File: src/rtl/math_sched_pkg.sv
// Shared types and constants for the math_core request scheduler.
package math_sched_pkg;

    localparam int DATA_W   = 32;
    // Wide enough for the largest supported requester count (8).
    localparam int TAG_ID_W = 3;

    typedef enum logic [1:0] {
        RUN,
        DRAIN,
        QUIESCED
    } sched_state_e;

    typedef struct packed {
        logic                valid;
        logic [TAG_ID_W-1:0] id;
    } tag_t;

    function automatic int id_width(input int n);
        return (n > 1) ? $clog2(n) : 1;
    endfunction

endpackage

File: src/rtl/math_core_sched_rr_arbiter.sv
// Round-robin arbiter: grants the first requester at or after ptr, wrapping.
module rr_arbiter
    import math_sched_pkg::*;
#(
    parameter int NUM_REQ = 4,
    parameter int ID_W    = id_width(NUM_REQ)
) (
    input  logic [NUM_REQ-1:0] req,
    input  logic [ID_W-1:0]    ptr,
    input  logic               enable,
    output logic [NUM_REQ-1:0] grant,
    output logic [ID_W-1:0]    id
);

    logic        found;
    int unsigned idx;

    always_comb begin
        grant = '0;
        id    = '0;
        found = 1'b0;
        idx   = 0;
        for (int unsigned i = 0; i < unsigned'(NUM_REQ); i++) begin
            idx = (unsigned'(32'(ptr)) + i) % unsigned'(NUM_REQ);
            if (enable && !found && req[idx]) begin
                grant[idx] = 1'b1;
                id         = ID_W'(idx);
                found      = 1'b1;
            end
        end
    end

endmodule

File: src/rtl/math_core_sched.sv
// Shares one math_core between NUM_REQ requesters with round-robin issue,
// ID tracking through the core latency, and a quiesce/drain handshake.
module math_core_sched
    import math_sched_pkg::*;
#(
    parameter int NUM_REQ  = 4,
    parameter int CORE_LAT = 1
) (
    input  logic                      clk,
    input  logic                      rst,
    input  logic [NUM_REQ-1:0]        req_valid,
    output logic [NUM_REQ-1:0]        req_ready,
    input  logic [NUM_REQ*DATA_W-1:0] req_ain,
    input  logic [NUM_REQ*DATA_W-1:0] req_bin,
    output logic [NUM_REQ-1:0]        rsp_valid,
    output logic [DATA_W-1:0]         rsp_result,
    output logic [DATA_W-1:0]         core_ain,
    output logic [DATA_W-1:0]         core_bin,
    input  logic [DATA_W-1:0]         core_result,
    input  logic [DATA_W-1:0]         core_statistic,
    input  logic                      quiesce_req,
    output logic                      quiesce_ack,
    output logic [DATA_W-1:0]         stat_snapshot
);

    localparam int ID_W = id_width(NUM_REQ);

    sched_state_e        state_q, state_d;
    logic [ID_W-1:0]     ptr_q, ptr_d;
    logic [NUM_REQ-1:0]  gnt;
    logic [ID_W-1:0]     gnt_id;
    logic                arb_en;
    logic                pipe_busy;
    logic [DATA_W-1:0]   core_ain_q, core_ain_d;
    logic [DATA_W-1:0]   core_bin_q, core_bin_d;
    logic [NUM_REQ-1:0]  rsp_valid_q, rsp_valid_d;
    logic [DATA_W-1:0]   rsp_result_q, rsp_result_d;
    logic [DATA_W-1:0]   stat_snapshot_q, stat_snapshot_d;
    // Stage 0 shadows the core_ain register; stages 1..CORE_LAT track the core itself.
    tag_t                tag_q [CORE_LAT+1];
    tag_t                tag_d [CORE_LAT+1];

    assign arb_en = (state_q == RUN) && !quiesce_req;

    rr_arbiter #(
        .NUM_REQ (NUM_REQ),
        .ID_W    (ID_W)
    ) u_arb (
        .req    (req_valid),
        .ptr    (ptr_q),
        .enable (arb_en),
        .grant  (gnt),
        .id     (gnt_id)
    );

    always_comb begin
        pipe_busy = 1'b0;
        for (int unsigned k = 0; k <= unsigned'(CORE_LAT); k++) begin
            pipe_busy = pipe_busy | tag_q[k].valid;
        end
    end

    always_comb begin
        state_d         = state_q;
        ptr_d           = ptr_q;
        core_ain_d      = '0;
        core_bin_d      = '0;
        rsp_valid_d     = '0;
        rsp_result_d    = rsp_result_q;
        stat_snapshot_d = stat_snapshot_q;
        tag_d[0]        = '0;
        for (int unsigned k = 1; k <= unsigned'(CORE_LAT); k++) begin
            tag_d[k] = tag_q[k-1];
        end

        if (|gnt) begin
            core_ain_d     = req_ain[gnt_id*DATA_W +: DATA_W];
            core_bin_d     = req_bin[gnt_id*DATA_W +: DATA_W];
            tag_d[0].valid = 1'b1;
            tag_d[0].id    = TAG_ID_W'(gnt_id);
            ptr_d          = (gnt_id == ID_W'(NUM_REQ-1)) ? '0 : gnt_id + ID_W'(1);
        end

        if (tag_q[CORE_LAT].valid) begin
            rsp_result_d = core_result;
            for (int unsigned i = 0; i < unsigned'(NUM_REQ); i++) begin
                if (tag_q[CORE_LAT].id == TAG_ID_W'(i)) begin
                    rsp_valid_d[i] = 1'b1;
                end
            end
        end

        case (state_q)
            RUN:      if (quiesce_req) state_d = DRAIN;
            DRAIN: begin
                if (!quiesce_req)    state_d = RUN;
                else if (!pipe_busy) state_d = QUIESCED;
            end
            QUIESCED: if (!quiesce_req) state_d = RUN;
            default:  state_d = RUN;
        endcase

        if (state_d == QUIESCED && state_q != QUIESCED) begin
            stat_snapshot_d = core_statistic;
        end
    end

    always_ff @(posedge clk) begin
        if (rst) begin
            state_q         <= RUN;
            ptr_q           <= '0;
            core_ain_q      <= '0;
            core_bin_q      <= '0;
            rsp_valid_q     <= '0;
            rsp_result_q    <= '0;
            stat_snapshot_q <= '0;
            for (int unsigned k = 0; k <= unsigned'(CORE_LAT); k++) begin
                tag_q[k] <= '0;
            end
        end else begin
            state_q         <= state_d;
            ptr_q           <= ptr_d;
            core_ain_q      <= core_ain_d;
            core_bin_q      <= core_bin_d;
            rsp_valid_q     <= rsp_valid_d;
            rsp_result_q    <= rsp_result_d;
            stat_snapshot_q <= stat_snapshot_d;
            for (int unsigned k = 0; k <= unsigned'(CORE_LAT); k++) begin
                tag_q[k] <= tag_d[k];
            end
        end
    end

    assign req_ready     = gnt;
    assign core_ain      = core_ain_q;
    assign core_bin      = core_bin_q;
    assign rsp_valid     = rsp_valid_q;
    assign rsp_result    = rsp_result_q;
    assign stat_snapshot = stat_snapshot_q;
    // Ack drops combinationally with quiesce_req, in the same cycle the FSM heads back to RUN.
    assign quiesce_ack   = (state_q == QUIESCED) && quiesce_req;

endmodule

File: config.mk
export PLATFORM = sky130hd
export DESIGN_NAME = math_core_sched
export DESIGN_NICKNAME = d
export VERILOG_FILES = /design/src/rtl/math_sched_pkg.sv /design/src/rtl/math_core_sched_rr_arbiter.sv /design/src/rtl/math_core_sched.sv
export SDC_FILE = /design/constraint.sdc
export NUM_CORES = 1
export LEC_CHECK = 0
export ABC_AREA = 0
export ABC_CLOCK_PERIOD_IN_PS = 3500
export CAP_MARGIN = 20
export CORE_AREA = 2 2 180 182
export CTS_BUF_LIST = sky130_fd_sc_hd__clkbuf_16
export CTS_CLUSTER_DIAMETER = 200
export DETAILED_ROUTE_END_ITERATION = 10
export DIE_AREA = 0 0 182 184
export HOLD_SLACK_MARGIN = 0.06
export PLACE_DENSITY = 0.54
export REMOVE_ABC_BUFFERS = 1
export SLEW_MARGIN = 10
export SYNTH_ARGS = -nofsm -noshare
export SYNTH_HDL_FRONTEND = slang
export SYNTH_SLANG_ARGS = --single-unit
File: constraint.sdc
create_clock -name clk -period 3.5 [get_ports clk]
set_clock_uncertainty 0.15 [all_clocks]
set_input_delay 0.35 -clock clk [delete_from_list [all_inputs] [get_ports clk]]
set_output_delay 0.35 -clock clk [all_outputs]
set_load 0.02 [all_outputs]
==> metrics.cfg, run 1 <==
[layout]
register_area_mm2=0.00284
syn_to_final_growth_pct=88.6
nets=1372
fill_cells=3145
final_common_cell=clkdlybuf4s50_1
final_core_util_pct=39.2
multi_input_area_mm2=0.00345
drive_gt1_share_pct=13.1
final_cell_mix=clkdlybuf4s50_1 (458), dfxtp_1 (141), nor2b_1 (74)

[setup_path]
cp_top_family=multiplexers
slowest_delay_ns=0.54
path_class=flip-flop to output port
path_cells=inv_1 -> ha_2 -> mux4_2 -> a2111oi_2 -> and2_4 -> a221o_1 -> dlygate4sd2_1
r2r_slack_ns=0.24
startpoint=ptr_q[1]$_SDFFE_PP0P_
critPathBufInv=2
end_kind=output port
cpMaxStageDelayCell=mux4_2
rr_worst_depth=11
worstPathArrival_ns=2.78
worst-path-stages=7
reg2reg_from=ptr_q[1]$_SDFFE_PP0P_
cp.required_ns=3.00
endpoint=req_ready[3]
worstReg2RegEnd=core_bin[28]$_SDFF_PP0_
startpoint_type=flip-flop
worstPathMaxFanout=7

[sta]
worst_pin_slew_ns=0.684
setup_tns_ns=0
fin_crit_ns=3.28
fin_crit_sh_pct=93.7
drv_slew=0
setup_slack_ns=0.221
max_freq_mhz=305
setup_viol=0
maxSlewHeadroom_pct=54.2
grt_setup_unrepaired=false
finalHoldViolations=0

[status]
outcome=finished clean

[synthesis]
synth_top_area_cell=dfxtp_1
synth_area_per_cell_um2=11.3
synthMuxAreaShare_pct=28.5
synthArstFlopShare_pct=0
synth_cell_types=41
synth_top_family_by_area=multiplexers
seq_area_frac_synth_pct=43.5
synth_area_mm2=0.00653
synth_seq_cells=142
yosysWarnings=0
synthFlopType=dfxtp_1
synth_cells=576
yosysTopAreaCellShare_pct=43.5
yosys-top-cells-area=dfxtp_1 (44%), mux4_2 (23%), nor2b_1 (7.1%)
synth_compound_area_share_pct=5.96
synth_xor_area_share_pct=0.134
yosys.area_share.simple_pct=16.4
synth_edf_count=0
synth_fa_ha_area_share_pct=1.53

[clock_tree]
htreeDepth=4
cts_buffers=17
cts-root-buf=clkbuf_16
clock_sinks=142
clock_latency_ns=0.41
ctsResizeCount=6
cts_setup_buffers=0
clockBufferDepth=2
tritoncts=built
postCtsHoldBufs=0
path_clk_slew_ns=0.07

[routing]
drc=0
drt_pass1_iterations=4
drt_iter0_markers=177
final_antenna_net_count=0
num_vias=6162
wire_per_inst_um=18.6
via_per_inst=4.24
wirelength_mm=27.1

[floorplanning]
rows=65
core-area_mm2=0.0314
io-pin-count=464
die_w_um=182
start_util_pct=20.8
die_area_mm2=0.0335
die_h_um=184

[global_route]
grt_pass1_wl_mm=38.8
grt_max_degree=67
grt_overflow=0
grt_pass1_vias=6332
antenna_found_initial=4
grt_usage_pct=15.6

[power_and_ir_drop]
power.density_mw_per_mm2=589
leakagePower_uw=0.00442
vdd_drop_max_mv=0.340

[job]
cap_violations=0

[placed_design]
place.detailed.hpwl_mm=21.8
port_buffers=463
dp_worst_setup_slack_ns=0.0553
place_congestion=0.792

[min_path]
worst_hold_path_type=primary input to flip-flop

metal layers:
layer / global-route usage, % / part of all wire, %
met5: 0 / 0.081
met4: 3.16 / 0.84
met3: 6.83 / 10
met2: 27.7 / 51
met1: 17.2 / 38
registers in the layout, indices dropped and copies added, names as in the netlist:
signal / cells
stat_snapshot: 32
state_q: 2
core_bin: 32
ptr_q: 2
rsp_valid: 4
tag_q: 6
core_ain: 32
rsp_result: 32
kinds of logic after synthesis:
kind of cell | after synthesis
flip-flops | 142
adder cells (fa/ha/maj) | 8
AND/OR/NAND/NOR | 212
XOR/XNOR | 1
multiplexers | 102
buffers and inverters | 52
AO/OA/AOI/OAI | 59
synthesized netlist by cell type (2+ instances only):
cell type  count
a21oi_1       37
a21o_1         2
or4_1          2
a221o_1        3
buf_2         16
o32ai_1        2
ha_1           8
nand2_1       71
o21ai_0        4
nor3b_1        2
o221a_2        2
nor2b_1       74
a32oi_1        2
clkbuf_1      23
buf_6          4
nor2_1        40
nand3b_1       8
dfxtp_1      142
or2_2          2
inv_1          4
and3b_1        2
mux4_2        67
and2_1         3
and3_1         2
buf_4          4
mux2i_1       35
per-stage QoR:
stage	instance area [um2]	power [uW]	hold slack [ns]	instances
2_1_floorplan	6280	4030	0.264	528
3_3_place_gp	11700	5530	0.275	1420
3_5_place_dp	11700	5530	0.274	1420
4_1_cts	12300	7430	0.222	1452
5_1_grt	12300	7690	0.243	1454
6_report	12300	7250	0.234	1454
report_power, final:
group	total (uW)	internal, uW	switching [uW]
sequential	2080	1960	122
clock	1830	1020	815
combinational	3340	1810	1530
worst min-delay path by stage:
stage	cells after the start	start	end	slack (ns)
final	2	rst	tag_q[0][7]$_SDFF_PP0_	0.23
after global routing	2	rst	stat_snapshot[12]$_SDFFE_PP0P_	0.24
after CTS	2	rst	tag_q[0][7]$_SDFF_PP0_	0.22
after detailed placement	1	tag_q[0][0]$_SDFF_PP0_	tag_q[0][4]$_SDFF_PP0_	0.27
after global placement	1	tag_q[0][1]$_SDFF_PP0_	tag_q[0][5]$_SDFF_PP0_	0.27
after floorplan	1	tag_q[0][0]$_SDFF_PP0_	tag_q[0][4]$_SDFF_PP0_	0.26
final cells by class:
type | instances | area share [%]
Antenna cell | 2 | 0.0406
Clock buffer | 17 | 3.45
Clock inverter | 15 | 1.43
Inverter | 4 | 0.122
Multi-Input combinational cell | 382 | 28.0
Sequential cell | 142 | 23.1
Tap cell | 402 | 4.08
Timing Repair Buffer | 490 | 39.8
Power figures use the tool's default switching activity.
==> run 2, diff against run 1 <==
- MAX_ROUTING_LAYER: default -> met4
==> run 2 against run 1 <==
Against the previous run:
- routed wire length about the same
- cell area is essentially flat
- clock power barely moved
- sequential power barely moved
- register-to-register slack about the same
- sequential share of layout area barely moved
- maximum frequency barely moved
- cell count rose by 0.14%
- combinational power is essentially flat
- count of clock-buffer cells in the layout stayed put
- first-iteration DRC count rose by 1.1%
- sequential cell count unchanged
- critical endpoint is now req_ready[0]
- largest power group unchanged
==> metrics.cfg, run 2 (synthesized netlist as in run 1, its figures left out) <==
[status]
outcome=finished clean

[setup_path]
slowest_delay_ns=0.54  ; about the same
worstPathMaxFanout=7  ; unchanged
path_class=flip-flop to output port
worstPathArrival_ns=2.78  ; about the same
path_cells=inv_1 -> ha_2 -> mux4_2 -> a2111oi_2 -> and2_4 -> a221o_1 -> dlygate4sd2_1
end_kind=output port
cpMaxStageDelayCell=mux4_2
critPathBufInv=2  ; unchanged
cp.required_ns=3.00  ; about the same
cp_top_family=multiplexers
r2r_slack_ns=0.24  ; about the same
startpoint_type=flip-flop

[sta]
setup_viol=0  ; unchanged
drv_slew=0  ; unchanged
max_freq_mhz=305  ; about the same
maxSlewHeadroom_pct=53.9  ; -0.26 points
finalHoldViolations=0  ; unchanged
fin_crit_sh_pct=93.7  ; about the same
worst_pin_slew_ns=0.688  ; +0.00395 ns
grt_setup_unrepaired=false
fin_crit_ns=3.28  ; +0.00135 ns

[power_and_ir_drop]
total_power_uw=7260  ; +0.11%
vdd_drop_max_mv=0.340  ; -0.20%
power.density_mw_per_mm2=589  ; about the same
leakagePower_uw=0.00442  ; about the same

[placed_design]
port_buffers=463  ; unchanged
place.detailed.hpwl_mm=21.8  ; unchanged
place_congestion=0.804  ; +1.4%

[global_route]
grt_pass1_vias=6361  ; +0.46%
grt_overflow=0  ; unchanged
grt_usage_pct=16.0  ; +0.45 points
antenna_found_initial=4  ; unchanged
grt_max_degree=67  ; unchanged
grt_pass1_wl_mm=38.7  ; -0.30%

[min_path]
worst_hold_path_type=primary input to flip-flop

[layout]
final_cell_mix=clkdlybuf4s50_1 (458), dfxtp_1 (141), nor2b_1 (74)
drive_gt1_share_pct=13.1  ; unchanged
syn_to_final_growth_pct=88.7  ; about the same
nets=1372  ; unchanged
final_common_cell=clkdlybuf4s50_1
final_core_util_pct=39.2  ; about the same

[routing]
via_per_inst=4.23  ; -0.25%
wirelength_mm=27.1  ; about the same
final_antenna_net_count=0  ; unchanged
drt_iter0_markers=179  ; +1.1%
drc=0  ; unchanged
drt_pass1_iterations=4  ; unchanged
wire_per_inst_um=18.6  ; -0.12%
num_vias=6155  ; -0.11%

[clock_tree]
tritoncts=built
clockBufferDepth=2  ; unchanged
clock_latency_ns=0.41  ; about the same
path_clk_slew_ns=0.07  ; about the same
clock_sinks=142  ; unchanged
cts_buffers=17  ; unchanged
cts-root-buf=clkbuf_16
htreeDepth=4  ; unchanged
postCtsHoldBufs=0  ; unchanged

[floorplanning]
rows=65  ; unchanged
die_h_um=184  ; unchanged
die_area_mm2=0.0335  ; unchanged
io-pin-count=464  ; unchanged
start_util_pct=20.8  ; unchanged
core-area_mm2=0.0314  ; unchanged
die_w_um=182  ; unchanged

[job]
cap_violations=0  ; unchanged

## run 2: worst reg2reg max path, stage by stage (launching register included)
cell and delay [ns]:
dfxtp_1 0.34, inv_1 0.07, ha_2 0.41, mux4_2 0.54
buf_4 0.17, nand3b_1 0.08, a21oi_1 0.10, a211o_1 0.33
o41ai_4 0.46, buf_12 0.30, nor2b_1 0.17
## run 2: layout make-up
class / count / area (um2)
multi-input combinational: 382 / 3450
timing repair buffer: 490 / 4900
tap: 402 / 503
antenna: 4 / 10.0
sequential: 142 / 2840
fill: 3144 / 19100
inverter: 4 / 15.0
clock buffer: 17 / 425
clock inverter: 15 / 176
## run 2: routing by layer
layer	track usage [%]	share of wire [%]	vias to the layer above
met1	17.4	38	2898
met3	6.50	9.8	10
li1	-	-	2981
met5	-	0	-
met4	2.97	0.69	0
met2	27.8	51	266
## run 2: final timing paths
kind,startpoint,to,cells past startpoint
setup / recovery,ptr_q[1]$_SDFFE_PP0P_,req_ready[0],7
hold / removal,rst,tag_q[0][7]$_SDFF_PP0_,2
setup reg to reg,ptr_q[1]$_SDFFE_PP0P_,core_bin[28]$_SDFF_PP0_,10
hold reg to reg,tag_q[0][0]$_SDFF_PP0_,tag_q[0][4]$_SDFF_PP0_,1
## run 2: report_power, final
part / total [uW] / internal [uW] / switching [uW]
clock: 1840 / 1020 / 820
combinational: 3340 / 1810 / 1530
sequential: 2080 / 1960 / 122
total: 7260 / 4790 / 2470
## run 2: metrics by stage
stage	cell area, um2	TNS [ns]	hold WS, ns	cells	setup WS (ns)
finish	12300	0	0.233	1456	0.220
global route	12300	0	0.245	1456	0.0104
global placement	11700	0	0.275	1420	0.110
floorplan	6280	-304.38	0.264	528	-4.51
detailed placement	11700	0	0.274	1420	0.0553
CTS	12300	0	0.222	1452	0.0818
## run 2: timing repair
item | 4_1_cts | 5_1_grt
gates resized for setup | 6 | 3
endpoints found under the hold margin | 0 | 0
setup endpoints to repair | 4 | 2
setup buffers | 0 | 0
==> run 3, diff against run 2 <==
- CTS_BUF_LIST: sky130_fd_sc_hd__clkbuf_16 -> sky130_fd_sc_hd__clkbuf_4
==> run 3 against run 2 <==
Against the previous run:
- cell area down 2.1%
- largest power group unchanged
- utilization fell by 0.84 points
- sequential cell count unchanged
- clock power fell by 39%
==> metrics.cfg, run 3 (synthesized netlist as in run 1, its figures left out) <==
[clock_tree]
htreeDepth=4  ; unchanged
cts_setup_buffers=0  ; unchanged
clockBufferDepth=2  ; unchanged
tritoncts=built
clock_sinks=142  ; unchanged
path_clk_slew_ns=0.17  ; +0.10 ns
cts-root-buf=clkbuf_4
cts_buffers=17  ; unchanged
clock_latency_ns=0.52  ; +0.11 ns

[routing]
wire_per_inst_um=18.6  ; +0.20%
drt_iter0_markers=185  ; +3.4%
drc=0  ; unchanged
drt_pass1_iterations=4  ; unchanged
via_per_inst=4.24  ; +0.23%
wirelength_mm=27.1  ; +0.20%
final_antenna_net_count=0  ; unchanged
num_vias=6169  ; +0.23%

[power_and_ir_drop]
p_sw_uw=2400  ; -3.1%
vdd_drop_max_mv=0.266  ; -22%
p_comb_share_pct=51.3  ; +5.3 points
intPower_uw=4170  ; -13%
seqPwrFrac_pct=31.6  ; +3.0 points
clkPwrFrac_pct=17.1  ; -8.2 points
leakagePower_uw=0.00428  ; -3.1%
switching_share_pct=36.5  ; +2.4 points
power.density_mw_per_mm2=545  ; -7.6%
total_power_uw=6570  ; -9.5%

[setup_path]
worstPathArrival_ns=2.81  ; +0.03 ns
end_kind=output port
cpMaxStageDelayCell=mux4_2
startpoint_type=flip-flop
cp.required_ns=3.00  ; about the same
worstReg2RegEnd=core_bin[28]$_SDFF_PP0_
slowest_delay_ns=0.55  ; about the same
path_cells=inv_1 -> ha_4 -> mux4_2 -> buf_4 -> nand3b_1 -> a21oi_1 -> a211o_4 -> clkdlybuf4s15_2
rr_worst_depth=11  ; +1
worstPathMaxFanout=7  ; unchanged
r2r_slack_ns=0.27  ; +0.03 ns
reg2reg_from=ptr_q[1]$_SDFFE_PP0P_
path_class=flip-flop to output port

[sta]
worst_pin_slew_ns=0.685  ; -0.00336 ns
drv_slew=0  ; unchanged
finalHoldViolations=0  ; unchanged
max_freq_mhz=302  ; -0.95%
setup_viol=0  ; unchanged
grt_setup_unrepaired=false
setup_slack_ns=0.188  ; -0.0314 ns
setup_tns_ns=0  ; unchanged
fin_crit_ns=3.31  ; +0.0314 ns
fin_crit_sh_pct=94.6  ; +0.90 points
maxSlewHeadroom_pct=54.2  ; +0.23 points

[floorplanning]
die_area_mm2=0.0335  ; unchanged
rows=65  ; unchanged
die_h_um=184  ; unchanged
start_util_pct=20.8  ; unchanged
core-area_mm2=0.0314  ; unchanged
io-pin-count=464  ; unchanged
die_w_um=182  ; unchanged

[layout]
nets=1373  ; +0.073%
final_cell_mix=clkdlybuf4s50_1 (458), dfxtp_1 (141), nor2b_1 (74)
final_core_util_pct=38.4  ; -0.84 points
drive_gt1_share_pct=13.5  ; +0.37 points
final_common_cell=clkdlybuf4s50_1
syn_to_final_growth_pct=84.6

[job]
cap_violations=0  ; unchanged

[min_path]
worst_hold_path_type=primary input to flip-flop
hold_start=core_statistic[0]
worst_hold_path.endpoint=stat_snapshot[0]$_SDFFE_PP0P_
hold_depth=3  ; +1

[global_route]
antenna_found_initial=3  ; -1
grt_pass1_wl_mm=38.9  ; +0.59%
grt_overflow=0  ; unchanged
grt_usage_pct=16.1  ; +0.084 points
grt_pass1_vias=6408  ; +0.74%
grt_max_degree=67  ; unchanged

[placed_design]
place.detailed.hpwl_mm=21.8  ; unchanged
place_congestion=0.804  ; unchanged
dp_worst_setup_slack_ns=0.0553  ; unchanged
port_buffers=463  ; unchanged

[status]
outcome=finished clean

==> run 3: cell count changes in the layout (fill, tap and decap cells not counted), sizes merged <==
cell           before  now
clkbuf             18   20
clkdlybuf4s15       0    1
diode               4    3
dlygate4sd2         3    0
dlygate4sd3         0    1
==> run 3: stage by stage <==
stage | cell area [um2] | hold slack, ns | std cells
3_5_place_dp | 11700 | 0.274 | 1420
5_1_grt | 12100 | 0.0895 | 1456
2_1_floorplan | 6280 | 0.264 | 528
6_report | 12100 | 0.177 | 1456
3_3_place_gp | 11700 | 0.275 | 1420
4_1_cts | 12000 | 0.0962 | 1453
==> run 3: layer usage <==
layer | global-route usage, % | routed length [um] | vias up
met5 | - | 0 | -
met4 | 2.97 | 206 | 0
met3 | 6.66 | 2640 | 15
met2 | 28.0 | 13800 | 280
met1 | 17.3 | 10500 | 2899
li1 | - | - | 2975
==> run 3: worst max-delay path by stage <==
| stage | start | to | slack [ns] | cells after the start |
|---|---|---|---|---|
| 2_1_floorplan | ptr_q[0]$_SDFFE_PP0P_ | core_ain[0]$_SDFF_PP0_ | -4.51 | 8 |
| 3_3_place_gp | req_valid[2] | core_bin[5]$_SDFF_PP0_ | 0.11 | 9 |
| 3_5_place_dp | req_valid[2] | core_bin[7]$_SDFF_PP0_ | 0.06 | 9 |
| 4_1_cts | ptr_q[1]$_SDFFE_PP0P_ | req_ready[3] | 0.01 | 7 |
| 5_1_grt | ptr_q[0]$_SDFFE_PP0P_ | req_ready[2] | 0.01 | 8 |
| 6_report | ptr_q[1]$_SDFFE_PP0P_ | req_ready[2] | 0.19 | 8 |
==> run 3: worst max-delay path: cells and delay by family, from the launching register on <==
kind,cells,cell delay [ns]
compound gates,2,0.43
flops,1,0.37
buf+inv,3,0.54
simple gates,1,0.08
fa+ha+maj,1,0.33
mux,1,0.55
==> run 3: power by group through the flow <==
stage | sequential (uW) | combinational [uW] | clock (uW)
floorplan | 2550 | 1470 | 0
global placement | 2110 | 3420 | 0
global route | 2120 | 3610 | 1270
CTS | 2080 | 3430 | 1200
detailed placement | 2110 | 3420 | 0
finish | 2080 | 3370 | 1120
==> run 3: cell type report <==
class,count,area [um2]
inverter,4,15.0
sequential,142,2840
clock buffer,17,128
multi-input combinational,382,3480
antenna,3,7.51
tap,402,503
fill,3162,19300
timing repair buffer,491,4900
clock inverter,15,176
==> run 3: timing repair <==
item / 4_1_cts / 5_1_grt
hold buffers: 1 / 0
endpoints found under the hold margin: 6 / 0
pin swaps: 0 / 1
setup endpoints to repair: 4 / 6
gates resized for setup: 13 / 5
cloned: 0 / 0
